### config.mk
export PLATFORM = sky130hd
export DESIGN_NAME = seg7_frame_decoder
export DESIGN_NICKNAME = d
export VERILOG_FILES = /design/src/rtl/seg7_pkg.sv /design/src/rtl/seg7_pattern_dec.sv /design/src/rtl/seg7_frame_decoder.sv
export SDC_FILE = /design/constraint.sdc
export NUM_CORES = 1
export LEC_CHECK = 0
export CAP_MARGIN = 15
export CELL_PAD_IN_SITES_DETAIL_PLACEMENT = 0
export CELL_PAD_IN_SITES_GLOBAL_PLACEMENT = 1
export CORE_AREA = 2 2 155 157
export DETAILED_ROUTE_END_ITERATION = 10
export DIE_AREA = 0 0 157 159
export PLACE_DENSITY_LB_ADDON = 0.3
export SLEW_MARGIN = 20
export SYNTH_ARGS = -nofsm -noshare
export SYNTH_HDL_FRONTEND = slang
export SYNTH_SLANG_ARGS = --single-unit
### constraint.sdc
create_clock -name CLOCK_50 -period 6.4 [get_ports CLOCK_50]
set_input_delay 1.28 -clock CLOCK_50 [delete_from_list [all_inputs] [get_ports CLOCK_50]]
set_output_delay 1.28 -clock CLOCK_50 [all_outputs]
set_load 0.02 [all_outputs]
### src/rtl/seg7_pkg.sv
// Shared constants for the 7-segment display chain: blank pattern, the active-low
// hex glyph table and the decoded frame record.
package seg7_pkg;

    localparam int unsigned NUM_DIG = 8;

    localparam logic [6:0] SEG_BLANK = 7'h7F;

    // Entry i is the active-low {g,f,e,d,c,b,a} glyph for hex digit i.
    localparam logic [15:0][6:0] SEG_TABLE = {
        7'h0E, 7'h06, 7'h21, 7'h46, 7'h03, 7'h08, 7'h10, 7'h00,
        7'h78, 7'h02, 7'h12, 7'h19, 7'h30, 7'h24, 7'h79, 7'h40
    };

    typedef struct packed {
        logic [NUM_DIG*4-1:0] dig;
        logic [NUM_DIG-1:0]   blank;
        logic [NUM_DIG-1:0]   err;
    } frame_t;

endpackage

### src/rtl/seg7_pattern_dec.sv
// Combinational inverse of the hex glyph LUT: one 7-bit active-low segment
// pattern to a digit plus blank/error flags.
module seg7_pattern_dec
    import seg7_pkg::*;
(
    input  logic [6:0] seg,
    output logic [3:0] digit,
    output logic       blank,
    output logic       err
);

    always_comb begin
        digit = 4'd0;
        blank = (seg == SEG_BLANK);
        err   = (seg != SEG_BLANK);
        for (int i = 0; i < 16; i++) begin
            if (seg == SEG_TABLE[i]) begin
                digit = 4'(i);
                err   = 1'b0;
            end
        end
    end

endmodule

### src/rtl/seg7_frame_decoder.sv
// Scans the eight display segment buses through one shared decoder and commits
// the decoded digit frame once it has been identical for STABLE_FRAMES scans.
module seg7_frame_decoder
    import seg7_pkg::*;
#(
    parameter int unsigned STABLE_FRAMES = 4,
    parameter int unsigned CNT_W         = 4
) (
    input  logic        CLOCK_50,
    input  logic        rst,
    input  logic [6:0]  iSEG0,
    input  logic [6:0]  iSEG1,
    input  logic [6:0]  iSEG2,
    input  logic [6:0]  iSEG3,
    input  logic [6:0]  iSEG4,
    input  logic [6:0]  iSEG5,
    input  logic [6:0]  iSEG6,
    input  logic [6:0]  iSEG7,
    output logic [31:0] oDIG,
    output logic [7:0]  oBLANK,
    output logic [7:0]  oERR,
    output logic        oVALID,
    output logic        oCHANGED
);

    localparam logic [CNT_W-1:0] STAB_LAST = CNT_W'(STABLE_FRAMES - 1);

    logic [2:0]       idx_q;
    logic [6:0]       cur_seg;
    logic [3:0]       dec_digit;
    logic             dec_blank;
    logic             dec_err;
    frame_t           shadow_q, shadow_d, prev_q;
    logic [CNT_W-1:0] stab_q, stab_d;
    logic             frame_done, frame_eq, commit, data_changed;
    logic [31:0]      dig_q;
    logic [7:0]       blank_q, err_q;
    logic             valid_q, changed_q, first_q;

    always_comb begin
        unique case (idx_q)
            3'd0:    cur_seg = iSEG0;
            3'd1:    cur_seg = iSEG1;
            3'd2:    cur_seg = iSEG2;
            3'd3:    cur_seg = iSEG3;
            3'd4:    cur_seg = iSEG4;
            3'd5:    cur_seg = iSEG5;
            3'd6:    cur_seg = iSEG6;
            default: cur_seg = iSEG7;
        endcase
    end

    seg7_pattern_dec u_dec (
        .seg   (cur_seg),
        .digit (dec_digit),
        .blank (dec_blank),
        .err   (dec_err)
    );

    // The frame compared at idx 7 must include the entry decoded this cycle.
    always_comb begin
        shadow_d                         = shadow_q;
        shadow_d.dig[{idx_q, 2'b00} +: 4] = dec_digit;
        shadow_d.blank[idx_q]            = dec_blank;
        shadow_d.err[idx_q]              = dec_err;
    end

    assign frame_done   = (idx_q == 3'd7);
    assign frame_eq     = (shadow_d == prev_q);
    assign data_changed = ({shadow_d.dig, shadow_d.blank, shadow_d.err}
                           != {dig_q, blank_q, err_q});

    always_comb begin
        stab_d = stab_q;
        if (frame_done) begin
            if (!frame_eq) begin
                stab_d = '0;
            end else if (stab_q != STAB_LAST) begin
                stab_d = stab_q + 1'b1;
            end
        end
    end

    // Commit only on the step that reaches the threshold; holding there blocks repeats.
    assign commit = frame_done && frame_eq && (stab_q != STAB_LAST) && (stab_d == STAB_LAST);

    always_ff @(posedge CLOCK_50) begin
        if (rst) begin
            idx_q     <= 3'd0;
            shadow_q  <= '0;
            prev_q    <= '0;
            stab_q    <= '0;
            dig_q     <= 32'd0;
            blank_q   <= 8'hFF;
            err_q     <= 8'd0;
            valid_q   <= 1'b0;
            changed_q <= 1'b0;
            first_q   <= 1'b1;
        end else begin
            idx_q     <= idx_q + 3'd1;
            shadow_q  <= shadow_d;
            stab_q    <= stab_d;
            valid_q   <= commit;
            changed_q <= 1'b0;
            if (frame_done && !frame_eq) begin
                prev_q <= shadow_d;
            end
            if (commit) begin
                dig_q     <= shadow_d.dig;
                blank_q   <= shadow_d.blank;
                err_q     <= shadow_d.err;
                changed_q <= first_q || data_changed;
                first_q   <= 1'b0;
            end
        end
    end

    assign oDIG     = dig_q;
    assign oBLANK   = blank_q;
    assign oERR     = err_q;
    assign oVALID   = valid_q;
    assign oCHANGED = changed_q;

endmodule

==> results_dict.tcl, run 1 <==
set metrics [dict create \
    setup_violations 0 \
    grt-ovfl-total 0 \
    fmax_mhz 163 \
    cts_sinks 154 \
    fp.dieH_um 159 \
    ant_nets 0 \
    htree_levels 4 \
    cp.required_ns 6.76 \
    highest_layer "met4" \
    clkTransAtPathRegs_ns 0.07 \
    totalWireLength_um 30300 \
    syn_inst 1046 \
    cts_tree "done" \
    portBuffers 107 \
    path_class "flip-flop to flip-flop" \
    synth-main-ff-cell "dfxtp_1" \
    grt_max_degree 84 \
    drv_cap 0 \
    ys_top_cells_by_count "dfxtp_1, nor2_1, nand2b_1" \
    gp_congestion 0.959 \
    vias 8238 \
    drive_gt1_share_pct 10.3 \
    synth_fp_nets 1113 \
    die_w_um 157 \
    synth_most_common_cell "dfxtp_1" \
    dp_hpwl_um 23000 \
    core_sq_um 23200 \
    synth_edf_count 0 \
    wl_met3_um 1830 \
    cp-end-kind "flip-flop" \
    cts_root_buf "clkbuf_16" \
    avgSynthCellArea_sq_um 8.73 \
    synth_top_area_share_pct 33.8 \
    dr_wl_met2_um 14000 \
    viasPerCell 5.58 \
    period_minus_slack_ns 6.15 \
    status "completed" \
    grt_first_pass_wirelength_um 45800 \
    synth_area_sq_um 9130 \
    gr-usage-all-layers_pct 23.9 \
    rsz0062_at_grt "no" \
    tightest_slew_ns 0.969 \
    dr.first_iter.drc_count 704 \
    synth_cell_type_count 75 \
    antenna_found_initial 0 \
    final.setup.tns_ns 0 \
    synth_top_cell_by_area "dfxtp_1" \
    postPlaceCellArea_sq_um 10600 \
    final.fill_count 2264 \
    clk_latency_ns 0.43 \
    grt_pass1_vias 7900 \
    fin_skew_ns 0.00802 \
    dr.pass1.iters 5 \
    design_area_sq_um 11200 \
    cts_buffer_depth 2 \
    drc 0 \
    hold_path_class "flip-flop to flip-flop" \
    start_kind "flip-flop" \
    yosysWarnings 0 \
    ys_ff_latch 154 \
    start_util_pct 39.4 \
    ys_seq_area_share_pct 33.8 \
    path_max_fanout 23 \
    regArea_sq_um 3080 \
    power_density_nw_per_um2 232 \
    cts_made_buffers 17 \
    finalHoldViolations 0 \
    multi_input_area_sq_um 5650 \
    num_antenna_cells 0 \
    arrival_ns 6.51 \
    vdd.ir_drop.worst_mv 0.189 \
    finalCritPeriodShare_pct 96.1 \
    report.final.slew_viol_count 0 \
    hold_buffers 0 \
    die_area_sq_um 25000 \
    ys_top_cells_by_area "dfxtp_1, mux2i_1, nand2b_1" \
    wl_per_cell_um 20.5 \
    area_delta_synth_final_pct 23.2 \
    slew-limit-headroom_pct 33.7 \
    met1Wirelength_um 13300 \
    io_pins 108 \
    fin_nets 1212 \
    leakagePower_nw 4.71 \
    row_count 56 \
    async_reset_ff_share_pct 0 \
]
## power by group
group	switching, W	total, W	leakage, nW	internal, W
logic	0.000331	0.000510	3.15	0.000179
clock network	0.000415	0.00113	0.314	0.000713
registers	0.00000573	0.000971	1.24	0.000966
total	0.000751	0.00261	4.71	0.00186
## through the flow
stage	hold slack, ns	worst slack (ns)	util (%)	total power [W]	instances
2_1_floorplan	0.422	0.721	-	0.00133	1046
3_3_place_gp	0.470	0.118	45.7	0.00149	1445
3_5_place_dp	0.477	0.135	45.7	0.00149	1445
4_1_cts	0.491	0.0712	48.5	0.00261	1476
5_1_grt	0.515	0.0161	48.5	0.00269	1476
6_report	0.492	0.248	48.5	0.00261	1476
## final cells by class
class / count / share of cell area (%)
Inverter: 31 / 1.03
Multi-Input combinational cell: 801 / 50.2
Sequential cell: 154 / 27.4
Clock inverter: 10 / 1.68
Tap cell: 319 / 3.55
Timing Repair Buffer: 140 / 12.0
Clock buffer: 21 / 4.09
## state kept, by name, indices dropped and copies added (netlist names)
signal    flops
prev_q       48
shadow_q     48
oDIG         32
oBLANK        8
oERR          8
stab_q        4
idx_q         3
first_q       1
oCHANGED      1
oVALID        1
## worst paths after layout
path | from | end | slack (ns) | depth (start not counted)
min reg2reg | prev_q[27]$_SDFFE_PP0P_ | prev_q[27]$_SDFFE_PP0P_ | 0.49 | 2
max reg2reg | idx_q[1]$_SDFF_PP0_ | prev_q[38]$_SDFFE_PP0P_ | 0.25 | 19
max | idx_q[1]$_SDFF_PP0_ | prev_q[38]$_SDFFE_PP0P_ | 0.25 | 19
min | prev_q[27]$_SDFFE_PP0P_ | prev_q[27]$_SDFFE_PP0P_ | 0.49 | 2
## critical path: stages, from the launching register on
cell and delay (ns):
dfxtp_1 0.35, buf_4 0.17, inv_1 0.15, ha_1 0.26, ha_1 0.29, or4_4 0.59
or2_2 0.45, o22a_1 0.31, nor4_1 0.42, o2bb2a_2 0.35, and4_1 0.33, o21ai_2 0.28
xor2_1 0.13, a2111oi_0 0.40, buf_4 0.18, and4b_1 0.45, a31o_2 0.30, buf_12 0.21
buf_4 0.20, mux2i_1 0.21
## cell usage in the layout (no fill, tap or decap), types with 8 or more instances in the layout
cell type,instances
dfxtp_1,154
clkdlybuf4s50_1,106
nor2_1,73
nand2b_1,65
mux2i_1,62
nor2b_1,55
nand2_1,53
xor2_1,45
xnor2_1,44
o21ai_0,43
a21oi_1,41
inv_1,31
buf_4,31
nand3_1,28
nor3_1,25
mux2_2,18
clkbuf_16,17
nand4_1,16
mux2_1,16
a22oi_1,15
nor4_1,14
o22ai_1,11
or2_2,10
and2_1,10
o22a_1,9
a31oi_1,9
ha_1,9
a222oi_1,8
a221oi_1,8
and3_1,8
a2111oi_0,8
## per-layer routing
layer  vias to the layer above  global-route usage (%)
met3                        58                    4.44
met4                         0                    9.63
met5                         -                       0
met1                      3933                    30.6
li1                       3947                       -
met2                       300                    39.4
## cell families after synthesis
group	Yosys count	share of synthesized area [%]
adder cells (fa/ha/maj)	9	1.23
AO/OA/AOI/OAI	214	16.5
XOR/XNOR	89	8.53
multiplexers	105	12.5
AND/OR/NAND/NOR	384	22.8
buffers and inverters	91	4.63
flip-flops	154	33.8
## what timing repair did
item | in CTS | in global routing
endpoints found under the hold margin | 0 | 0
setup endpoints to repair | 0 | 98
gates resized for setup | 0 | 5
setup buffers | 0 | 0
Note: power is estimated with default switching activity, not from simulation.
==> inputs of run 2 (changes only) <==
--- a/config.mk
+++ b/config.mk
@@ -5,12 +5,12 @@
 export SDC_FILE = /design/constraint.sdc
 export NUM_CORES = 1
 export LEC_CHECK = 0
-export CAP_MARGIN = 15
+export CAP_MARGIN = 30
 export CELL_PAD_IN_SITES_DETAIL_PLACEMENT = 0
 export CELL_PAD_IN_SITES_GLOBAL_PLACEMENT = 1
-export CORE_AREA = 2 2 155 157
+export CORE_AREA = 2 2 149 151
 export DETAILED_ROUTE_END_ITERATION = 10
-export DIE_AREA = 0 0 157 159
+export DIE_AREA = 0 0 151 153
 export PLACE_DENSITY_LB_ADDON = 0.3
 export SLEW_MARGIN = 20
 export SYNTH_ARGS = -nofsm -noshare
==> run 2 against run 1 <==
Net effect:
- sequential share of layout area decreased by 0.070 points
- count of clock-buffer cells in the layout is 2 lower
- first-iteration DRC count is 6.0% lower
- power rose by 0.33%
- fmax grew 3.8%
- combinational power about the same
- worst setup slack better by 0.22 ns
- critical path type unchanged
- critical endpoint is now prev_q[47]$_SDFFE_PP0P_
- highest routed layer unchanged
==> results_dict.tcl, run 2 (synthesis results as in run 1) <==
set metrics [dict create \
    portBuffers 107 \
    gr-usage-all-layers_pct 26.0 \
    wl_per_cell_um 21.0 \
    vdd.ir_drop.worst_mv 0.179 \
    slowest_stage "and3_1" \
    path_max_fanout 18 \
    cts_resized 0 \
    path_class "flip-flop to flip-flop" \
    io_pins 108 \
    total_power_w 0.00262 \
    die_w_um 151 \
    vias 8282 \
    report.final.slew_viol_count 0 \
    grt_pass1_vias 8065 \
    worstSetupPathDepth 17 \
    dr.pass1.iters 5 \
    start_util_pct 42.5 \
    grt-ovfl-total 0 \
    fin_skew_ns 0.0118 \
    core_sq_um 21500 \
    hold_path_class "flip-flop to flip-flop" \
    drv_cap 0 \
    period_minus_slack_ns 5.93 \
    hold_depth 1 \
    post_cts_buffers 0 \
    power_density_nw_per_um2 232 \
    critPathMaxStageDelay_ns 0.72 \
    finalCritPeriodShare_pct 92.6 \
    start_kind "flip-flop" \
    dr.first_iter.drc_count 662 \
    num_antenna_cells 0 \
    die_area_sq_um 23100 \
    slew-limit-headroom_pct 46.5 \
    cts_buffer_depth 2 \
    cts_tree "done" \
    fin_nets 1215 \
    final.fill_count 2050 \
    clk_latency_ns 0.43 \
    cts_sinks 154 \
    tightest_slew_ns 0.782 \
    grt_first_pass_wirelength_um 46000 \
    ant_nets 0 \
    arrival_ns 6.28 \
    cts_root_buf "clkbuf_16" \
    row_count 54 \
    dp_hpwl_um 23100 \
    htree_levels 4 \
    hold_buffers 0 \
    r2r_cells 17 \
    cp.buffers_inverters 3 \
    area_delta_synth_final_pct 23.5 \
    cts_made_buffers 17 \
    final_common_cell "dfxtp_1" \
    clkTransAtPathRegs_ns 0.07 \
    cp-end-kind "flip-flop" \
    antenna_found_initial 0 \
    design_area_sq_um 11300 \
    gp_congestion 1.00 \
    status "completed" \
    final.setup.tns_ns 0 \
    totalWireLength_um 30200 \
    crit_family "simple AND/OR/NAND/NOR gates" \
    finalHoldViolations 0 \
    crit_chain "inv_1 > ha_1 > ha_1 > or4_4 > or2_1 > o22ai_4 > nor4_1 > o2bb2a_1 > and3_1 > xor2_1 > a21oi_1 > and4b_1 > and4b_1 > a31o_2 > buf_12 > buf_12 > mux2i_1" \
    fp.dieH_um 153 \
    regArea_sq_um 3080 \
    fmax_mhz 169 \
    grt_max_degree 90 \
    setup_violations 0 \
    rsz0062_at_grt "no" \
    drive_gt1_share_pct 10.3 \
    leakagePower_nw 4.75 \
    mostFrequentLayoutCells "dfxtp_1, clkdlybuf4s50_1, nor2_1" \
    drc 0 \
    multi_input_area_sq_um 5640 \
    final_core_util_pct 52.5 \
    worst_hold_slack_ns 0.449 \
    cp.required_ns 6.75 \
    viasPerCell 5.75 \
    postPlaceCellArea_sq_um 10600 \
]
==> run 2: worst paths after layout <==
path,to,slack [ns],from
max,prev_q[47]$_SDFFE_PP0P_,0.47,idx_q[0]$_SDFF_PP0_
min,first_q$_SDFFE_PP1P_,0.45,first_q$_SDFFE_PP1P_
max reg2reg,prev_q[47]$_SDFFE_PP0P_,0.47,idx_q[0]$_SDFF_PP0_
min reg2reg,first_q$_SDFFE_PP1P_,0.45,first_q$_SDFFE_PP1P_
==> run 2: cell type report <==
class | count | share of cell area [%]
Clock buffer | 19 | 4.02
Tap cell | 280 | 3.11
Clock inverter | 13 | 1.90
Multi-Input combinational cell | 801 | 50.0
Timing Repair Buffer | 143 | 12.6
Inverter | 31 | 1.03
Sequential cell | 154 | 27.3
==> run 2: stage by stage <==
step | std cells | setup WS (ns)
floorplan | 1046 | 0.721
global placement | 1408 | 0.404
detailed placement | 1409 | 0.277
CTS | 1441 | 0.547
global route | 1441 | 0.0839
finish | 1441 | 0.472
==> run 2: per-layer routing <==
metal	track usage, %	vias up	part of all wire [%]
met5	0	-	0
met3	5.16	62	7.3
li1	-	3958	-
met4	10.9	0	3.7
met1	32.8	3948	42
met2	43.2	314	47
==> run 2: where the power goes <==
group | switching (W) | internal, W
clock | 0.000419 | 0.000717
sequential | 0.00000553 | 0.000966
combinational | 0.000331 | 0.000179
